File: config.mk
export PLATFORM = sky130hd
export DESIGN_NAME = cpu_program_loader
export DESIGN_NICKNAME = d
export VERILOG_FILES = /design/src/rtl/cpu_program_loader_pkg.sv /design/src/rtl/loader_dump_channel.sv /design/src/rtl/cpu_program_loader.sv
export SDC_FILE = /design/constraint.sdc
export NUM_CORES = 1
export LEC_CHECK = 0
export CORE_MARGIN = 8
export CORE_UTILIZATION = 40
export CTS_CLUSTER_SIZE = 25
export DETAILED_ROUTE_END_ITERATION = 10
export MAX_ROUTING_LAYER = met4
export PLACE_DENSITY = 0.7
export SLEW_MARGIN = 40
export SYNTH_ARGS = -nofsm -noshare
export SYNTH_HDL_FRONTEND = slang
export SYNTH_SLANG_ARGS = --single-unit
File: constraint.sdc
create_clock -name clk -period 2.9 [get_ports clk]
set_input_delay 0.29 -clock clk [delete_from_list [all_inputs] [get_ports clk]]
set_output_delay 0.29 -clock clk [all_outputs]
set_load 0.02 [all_outputs]
File: src/rtl/cpu_program_loader_pkg.sv
// Shared types and constants for the cpu program loader and its dump channel.
package cpu_program_loader_pkg;

  localparam int IMEM_SHIFT = 2;
  localparam int DMEM_SHIFT = 3;

  typedef enum logic [3:0] {
    S_IDLE,
    S_LOAD_I,
    S_HDR_D,
    S_LOAD_D_LO,
    S_LOAD_D_HI,
    S_HDR_C,
    S_RUN,
    S_DUMP,
    S_DONE
  } state_t;

  typedef enum logic [1:0] {
    D_IDLE,
    D_RD,
    D_WAIT,
    D_OUT
  } dump_state_t;

  // Word index to byte address: zero-extended, then scaled by the word size.
  function automatic logic [63:0] byte_addr(input logic [31:0] idx, input int shift);
    return 64'(idx) << shift;
  endfunction

endpackage

File: src/rtl/loader_dump_channel.sv
// Read-and-hold sequencer: reads len words from a synchronous memory and
// presents each one on a valid/ready stream, holding it until accepted.
module loader_dump_channel
  import cpu_program_loader_pkg::*;
#(
  parameter int DW    = 64,
  parameter int SHIFT = DMEM_SHIFT
) (
  input  logic          clk,
  input  logic          arst_n,
  input  logic          start,
  input  logic [31:0]   len,
  output logic          ren,
  output logic [63:0]   addr,
  input  logic [DW-1:0] rdata,
  output logic          m_valid,
  input  logic          m_ready,
  output logic [DW-1:0] m_data,
  output logic          done
);

  dump_state_t state, state_next;
  logic [31:0] idx, len_q;
  logic        last;

  assign last = (idx + 32'd1) == len_q;
  assign ren  = (state == D_RD);
  assign addr = ren ? byte_addr(idx, SHIFT) : '0;
  assign done = (state == D_OUT) && m_ready && last;

  // NOTE: clocked blocks use non-blocking assignments so every register sees pre-edge values.
  always_ff @(posedge clk or negedge arst_n) begin
    if (!arst_n) state <= D_IDLE;
    else         state <= state_next;
  end

  // NOTE: state_next gets its default before the case, so no path infers a latch.
  always_comb begin
    state_next = state;
    case (state)
      D_IDLE: if (start && len != 32'd0) state_next = D_RD;
      D_RD:   state_next = D_WAIT;
      D_WAIT: state_next = D_OUT;
      D_OUT:  if (m_ready) state_next = last ? D_IDLE : D_RD;
      default: state_next = D_IDLE;
    endcase
  end

  always_ff @(posedge clk or negedge arst_n) begin
    if (!arst_n) begin
      idx     <= '0;
      len_q   <= '0;
      m_valid <= 1'b0;
      m_data  <= '0;
    end else begin
      case (state)
        D_IDLE: if (start) begin
          len_q <= len;
          idx   <= '0;
        end
        D_WAIT: begin
          m_data  <= rdata;
          m_valid <= 1'b1;
        end
        D_OUT: if (m_ready) begin
          m_valid <= 1'b0;
          m_data  <= '0;
          idx     <= last ? 32'd0 : idx + 32'd1;
        end
        default: ;
      endcase
    end
  end

endmodule

File: src/rtl/cpu_program_loader.sv
// Boot harness: loads imem/dmem from a word stream, runs the cpu for C cycles,
// then streams the data memory back out.
module cpu_program_loader
  import cpu_program_loader_pkg::*;
#(
  parameter int IMEM_WORDS = 128,
  parameter int DMEM_WORDS = 128,
  parameter int CNT_W      = 32
) (
  input  logic        clk,
  input  logic        arst_n,
  input  logic        s_valid,
  output logic        s_ready,
  input  logic [31:0] s_data,
  output logic        m_valid,
  input  logic        m_ready,
  output logic [63:0] m_data,
  output logic        cpu_arst_n,
  output logic        enable,
  output logic [63:0] addr_ext,
  output logic        wen_ext,
  output logic        ren_ext,
  output logic [31:0] wdata_ext,
  output logic [63:0] addr_ext_2,
  output logic        wen_ext_2,
  output logic        ren_ext_2,
  output logic [63:0] wdata_ext_2,
  input  logic [63:0] rdata_ext_2,
  output logic        busy,
  output logic        err
);

  state_t state, state_next;
  logic [31:0]      ni, nd, idx_i, idx_d, lo_word, dump_len;
  logic [CNT_W-1:0] run_cnt;
  logic             xfer, run_last, dump_start, dump_done, dump_ren;
  logic [63:0]      dump_addr;

  assign s_ready  = state inside {S_IDLE, S_LOAD_I, S_HDR_D, S_LOAD_D_LO, S_LOAD_D_HI, S_HDR_C};
  assign xfer     = s_valid && s_ready;
  assign busy     = !(state inside {S_IDLE, S_DONE});
  assign run_last = (state == S_RUN) && enable && (run_cnt == CNT_W'(1));
  assign dump_len = (nd > 32'(DMEM_WORDS)) ? 32'(DMEM_WORDS) : nd;
  assign dump_start = (nd != 32'd0) &&
                      (run_last || (state == S_HDR_C && xfer && s_data == 32'd0));

  // Writes beyond capacity still consume the stream word but never reach memory.
  assign wen_ext     = (state == S_LOAD_I) && xfer && (idx_i < 32'(IMEM_WORDS));
  assign addr_ext    = wen_ext ? byte_addr(idx_i, IMEM_SHIFT) : '0;
  assign wdata_ext   = wen_ext ? s_data : '0;
  assign ren_ext     = 1'b0;
  assign wen_ext_2   = (state == S_LOAD_D_HI) && xfer && (idx_d < 32'(DMEM_WORDS));
  assign addr_ext_2  = wen_ext_2 ? byte_addr(idx_d, DMEM_SHIFT) : dump_addr;
  assign wdata_ext_2 = wen_ext_2 ? {s_data, lo_word} : '0;
  assign ren_ext_2   = dump_ren;

  always_ff @(posedge clk or negedge arst_n) begin
    if (!arst_n) state <= S_IDLE;
    else         state <= state_next;
  end

  always_comb begin
    state_next = state;
    case (state)
      S_IDLE:      if (xfer) state_next = (s_data == 32'd0) ? S_HDR_D : S_LOAD_I;
      S_LOAD_I:    if (xfer && (idx_i + 32'd1) == ni) state_next = S_HDR_D;
      S_HDR_D:     if (xfer) state_next = (s_data == 32'd0) ? S_HDR_C : S_LOAD_D_LO;
      S_LOAD_D_LO: if (xfer) state_next = S_LOAD_D_HI;
      S_LOAD_D_HI: if (xfer) state_next = ((idx_d + 32'd1) == nd) ? S_HDR_C : S_LOAD_D_LO;
      S_HDR_C: if (xfer) begin
        if (s_data != 32'd0)  state_next = S_RUN;
        else if (nd != 32'd0) state_next = S_DUMP;
        else                  state_next = S_DONE;
      end
      S_RUN:   if (run_last) state_next = (nd != 32'd0) ? S_DUMP : S_DONE;
      S_DUMP:  if (dump_done) state_next = S_DONE;
      S_DONE:  state_next = S_IDLE;
      default: state_next = S_IDLE;
    endcase
  end

  always_ff @(posedge clk or negedge arst_n) begin
    if (!arst_n) begin
      ni         <= '0;
      nd         <= '0;
      idx_i      <= '0;
      idx_d      <= '0;
      lo_word    <= '0;
      run_cnt    <= '0;
      cpu_arst_n <= 1'b0;
      enable     <= 1'b0;
      err        <= 1'b0;
    end else begin
      case (state)
        S_IDLE: if (xfer) begin
          ni    <= s_data;
          idx_i <= '0;
          if (s_data > 32'(IMEM_WORDS)) err <= 1'b1;
        end
        S_LOAD_I: if (xfer) idx_i <= idx_i + 32'd1;
        S_HDR_D: if (xfer) begin
          nd    <= s_data;
          idx_d <= '0;
          if (s_data > 32'(DMEM_WORDS)) err <= 1'b1;
        end
        S_LOAD_D_LO: if (xfer) lo_word <= s_data;
        S_LOAD_D_HI: if (xfer) idx_d <= idx_d + 32'd1;
        S_HDR_C: if (xfer) begin
          run_cnt <= CNT_W'(s_data);
          if (s_data != 32'd0) cpu_arst_n <= 1'b1;
        end
        // The cpu leaves reset on the first RUN cycle; enable follows one cycle later.
        S_RUN: begin
          if (!enable) enable <= 1'b1;
          else begin
            run_cnt <= run_cnt - CNT_W'(1);
            if (run_last) enable <= 1'b0;
          end
        end
        S_DONE: begin
          cpu_arst_n <= 1'b0;
          enable     <= 1'b0;
          ni         <= '0;
          nd         <= '0;
          idx_i      <= '0;
          idx_d      <= '0;
          lo_word    <= '0;
          run_cnt    <= '0;
        end
        default: ;
      endcase
    end
  end

  loader_dump_channel #(
    .DW    (64),
    .SHIFT (DMEM_SHIFT)
  ) u_dump (
    .clk     (clk),
    .arst_n  (arst_n),
    .start   (dump_start),
    .len     (dump_len),
    .ren     (dump_ren),
    .addr    (dump_addr),
    .rdata   (rdata_ext_2),
    .m_valid (m_valid),
    .m_ready (m_ready),
    .m_data  (m_data),
    .done    (dump_done)
  );

endmodule

==> summary.txt <==
Outcome
  • Status: complete, but fails checks
  • Failing checks: negative setup slack

Detailed routing
  • Via density: 5.52
  • Routed WL: 72.2 mm
  • DR vias: 19.8k
  • Avg WL per Cell: between 20 and 25 um
  • Iteration-0 DRC Markers: 1781
  • Drt pass-1 iters: 8
  • DRC viols: 0
  • ANT nets after route: 0

Job
  • Number of max-cap violations: 0

Timing
  • Fin crit share: 110%
  • Max Freq: approximately 310 MHz
  • RSZ-0062 raised after global routing: true
  • Minimum clock period: around 3.2 ns
  • Fin. Hold Viols: 0
  • Final Skew: 0.0169 ns
  • Post-route setup slack: -0.282 ns
  • Slew Limit Fails: 0
  • Setup violators final: 100
  • Hold WS: around 0.34 ns
  • Worst-margin pin slew: 0.997 ns
  • Slew margin rel.: 33.1%

Power and ir drop
  • Flop pwr share: 32.5%
  • Switching Share: 38.0%
  • Lkg Pwr: 12.8 nW
  • NetSw: 8.03 mW
  • VDD IR max: 443 uV
  • Clock group share of total power: 24.8%
  • Internal power: 13.1 mW
  • Combinational power share: 42.7%
  • Power Density: 740 nW/um^2

Synth
  • Area of the mapped netlist: 19700 um^2
  • Ys Warns: 0
  • Post-synthesis async set-or-reset flop share: 100%
  • Post-synth EDFFs: 0
  • Post-synth top cells: nand2_1, dfrtp_1, o21ai_0
  • Top post-synthesis cells by area: dfrtp_1, nand2_1, and2_1
  • Cells after synthesis: 2320
  • Synth cell types: 80
  • Area leader, netlist: dfrtp_1
  • Register area share after synthesis: 41.9%
  • Mean Syn Cell Area: around 8.5 um^2
  • Count leader, synth: nand2_1
  • Leading register cell type out of synthesis: dfrtp_1
  • FF+latch count, synth: 330
  • Top cell type's share of synthesized area: 41.9%

Floorplanning
  • # IOs: between 300 and 400
  • Starting Density: about two fifths
  • Core Area: between 40000 and 50000 um^2
  • Die area: 56600 um^2
  • Die Width: 238 um
  • Die height: about 240 um
  • # rows: 81

Worst setup path
  • Nature of the critical path endpoint: flip-flop
  • Critical path launch point type: flip-flop
  • Most frequent CP cell: buf_4
  • Worst path top cell family by delay: simple AND/OR/NAND/NOR gates
  • Crit path kind: reg -> reg
  • CP bufs+invs: 2
  • CP max stage cell: or4_4
  • Max incr delay on CP: 0.50 ns
  • CP arrival: 3.61 ns
  • CP Data Required Time: ~3.3 ns
  • Crit Path Max Fanout: 11
  • Crit-path cells: ha_4 > nand4_1 > or4_4 > or3_4 > nor2_4 > mux2i_1 > buf_4 > o2111ai_4 > o21ai_4 > buf_4 > a21oi_1 > o21ai_1 > o31ai_1

Global routing
  • First-pass GRT wire length: 109 mm
  • Gr ovfl total: 0
  • Largest net degree at the start of global routing: 82
  • GRT Overall Usage: 24.5%
  • Number of global-route vias before repair: 19.4k
  • Initial antenna violation count: 0

Finish
  • Proportion of layout cells with a drive suffix above 1: 29.7%
  • Post-layout util: 58.4%
  • Final nets: 3014
  • Layout Cells excl Fill: ~3.6k
  • Ant diodes: 0
  • Layout area overhead: 44.7%

Clocking
  • Root buf cell: clkbuf_16
  • Clk buf depth: 3
  • Max H-tree Level: 2
  • Reg clk slew, reported paths: 0.06 ns
  • TritonCTS clock tree: done
  • Sink Count: 330
  • Num CTS Buffers: 39
  • Worst-Skew Late Latency: 0.57 ns

Placed design
  • Pre-CTS WS: -0.532 ns
  • Gpl congestion: 0.948
  • Post-DP HPWL: about 50 mm
  • PortBufs: between 300 and 400
  • Placed insts: around 3.5k

Worst hold path
  • Worst hold-check path type: in -> async
-- per-layer routing --
metal | routed length, um | track usage, % | up-vias
met5 | 0 | - | -
met4 | 2300 | 7.02 | 0
met3 | 5590 | 4.72 | 140
met2 | 34300 | 39.4 | 874
met1 | 30000 | 31.2 | 9673
li1 | - | - | 9138
-- cell type report --
type	count	area (um^2)
Clock inverter	15	221
Inverter	35	131
Sequential cell	330	8270
Fill cell	4230	20300
Multi-Input combinational cell	1783	11300
Tap cell	664	831
Clock buffer	52	1140
Timing Repair Buffer	715	6620
-- stage by stage --
| step | power, mW | setup TNS, ns | cell area [um^2] |
|---|---|---|---|
| after floorplan | 11.6 | -0.0152 | 20100 |
| after global placement | 14.6 | -27.07 | 25300 |
| after detailed placement | 14.9 | -35.29 | 25300 |
| after CTS | 20.6 | -11.62 | 27100 |
| after global routing | 22.3 | -24.41 | 28500 |
| final | 21.1 | -13.29 | 28500 |
-- cells by family after synthesis --
kind of cell,after synthesis,share of synthesized area [%]
buffers and inverters,296,7.66
other,1,0.0190
adder cells (fa/ha/maj),10,0.635
multiplexers,11,0.565
XOR/XNOR,142,6.31
flip-flops,330,41.9
AND/OR/NAND/NOR,937,24.2
AO/OA/AOI/OAI,593,18.7
-- worst reg2reg max path: stages (launching register included) --
cell	delay [ns]
dfrtp_1	0.39
ha_4	0.15
nand4_1	0.18
or4_4	0.50
or3_4	0.37
nor2_4	0.12
mux2i_1	0.22
buf_4	0.17
o2111ai_4	0.13
o21ai_4	0.24
buf_4	0.22
a21oi_1	0.07
o21ai_1	0.19
o31ai_1	0.11
-- registers in the layout (all words and copies together), names as in the netlist --
name,count
cpu_arst_n,1
enable,1
err,1
idx_d,32
idx_i,32
lo_word,32
nd,32
ni,32
run_cnt,32
state,4
u_dump.idx,32
u_dump.len_q,32
u_dump.m_data,64
u_dump.m_valid,1
u_dump.state,2
-- what timing repair did --
item                       4_1_cts  5_1_grt
pin swaps                       34       66
gates cloned                     4       12
buffers inserted                32       35
resized for setup              712      363
setup endpoints to repair      174      210
hold buffers                     1        0
hold endpoints to repair        76        0
-- path summary, 6_finish.rpt --
kind,startpoint,depth (start not counted),slack (ns),end
max,u_dump.idx[1]$_DFFE_PN0P_,13,-0.28,u_dump.idx[30]$_DFFE_PN0P_
min,arst_n,2,0.34,idx_i[28]$_DFFE_PN0P_
max reg2reg,u_dump.idx[1]$_DFFE_PN0P_,13,-0.28,u_dump.idx[30]$_DFFE_PN0P_
min reg2reg,u_dump.m_data[35]$_DFFE_PN0P_,1,0.50,u_dump.m_data[35]$_DFFE_PN0P_
max in group asynchronous,arst_n,3,1.67,u_dump.idx[24]$_DFFE_PN0P_
min in group clk,rdata_ext_2[7],2,0.34,u_dump.m_data[7]$_DFFE_PN0P_
-- layout by cell type (no fill, tap or decap), drive strengths merged, types with 13 or more instances in the layout --
master and instances:
and2 163, and3 21, nor3 56, nor2b 15
xor2 48, buf 537, a31oi 17, nor4 61
nor2 123, inv 36, a22oi 15, or3 18
nand4 48, nor3b 13, o21ai 237, dfrtp 330
clkbuf 60, o31ai 53, nand3 36, a21oi 136
xnor2 94, nand2 339, clkdlybuf4s50 169, a22o 68
conb 90
-- power groups by stage --
stage / Clock, mW / Sequential, mW / Combinational, mW
3_3_place_gp: 0 / 6.81 / 7.80
3_5_place_dp: 0 / 6.87 / 8.01
4_1_cts: 5.35 / 6.80 / 8.42
2_1_floorplan: 0 / 7.07 / 4.52
6_report: 5.23 / 6.86 / 9.02
5_1_grt: 5.54 / 7.00 / 9.77
Power figures use the tool's default switching activity.
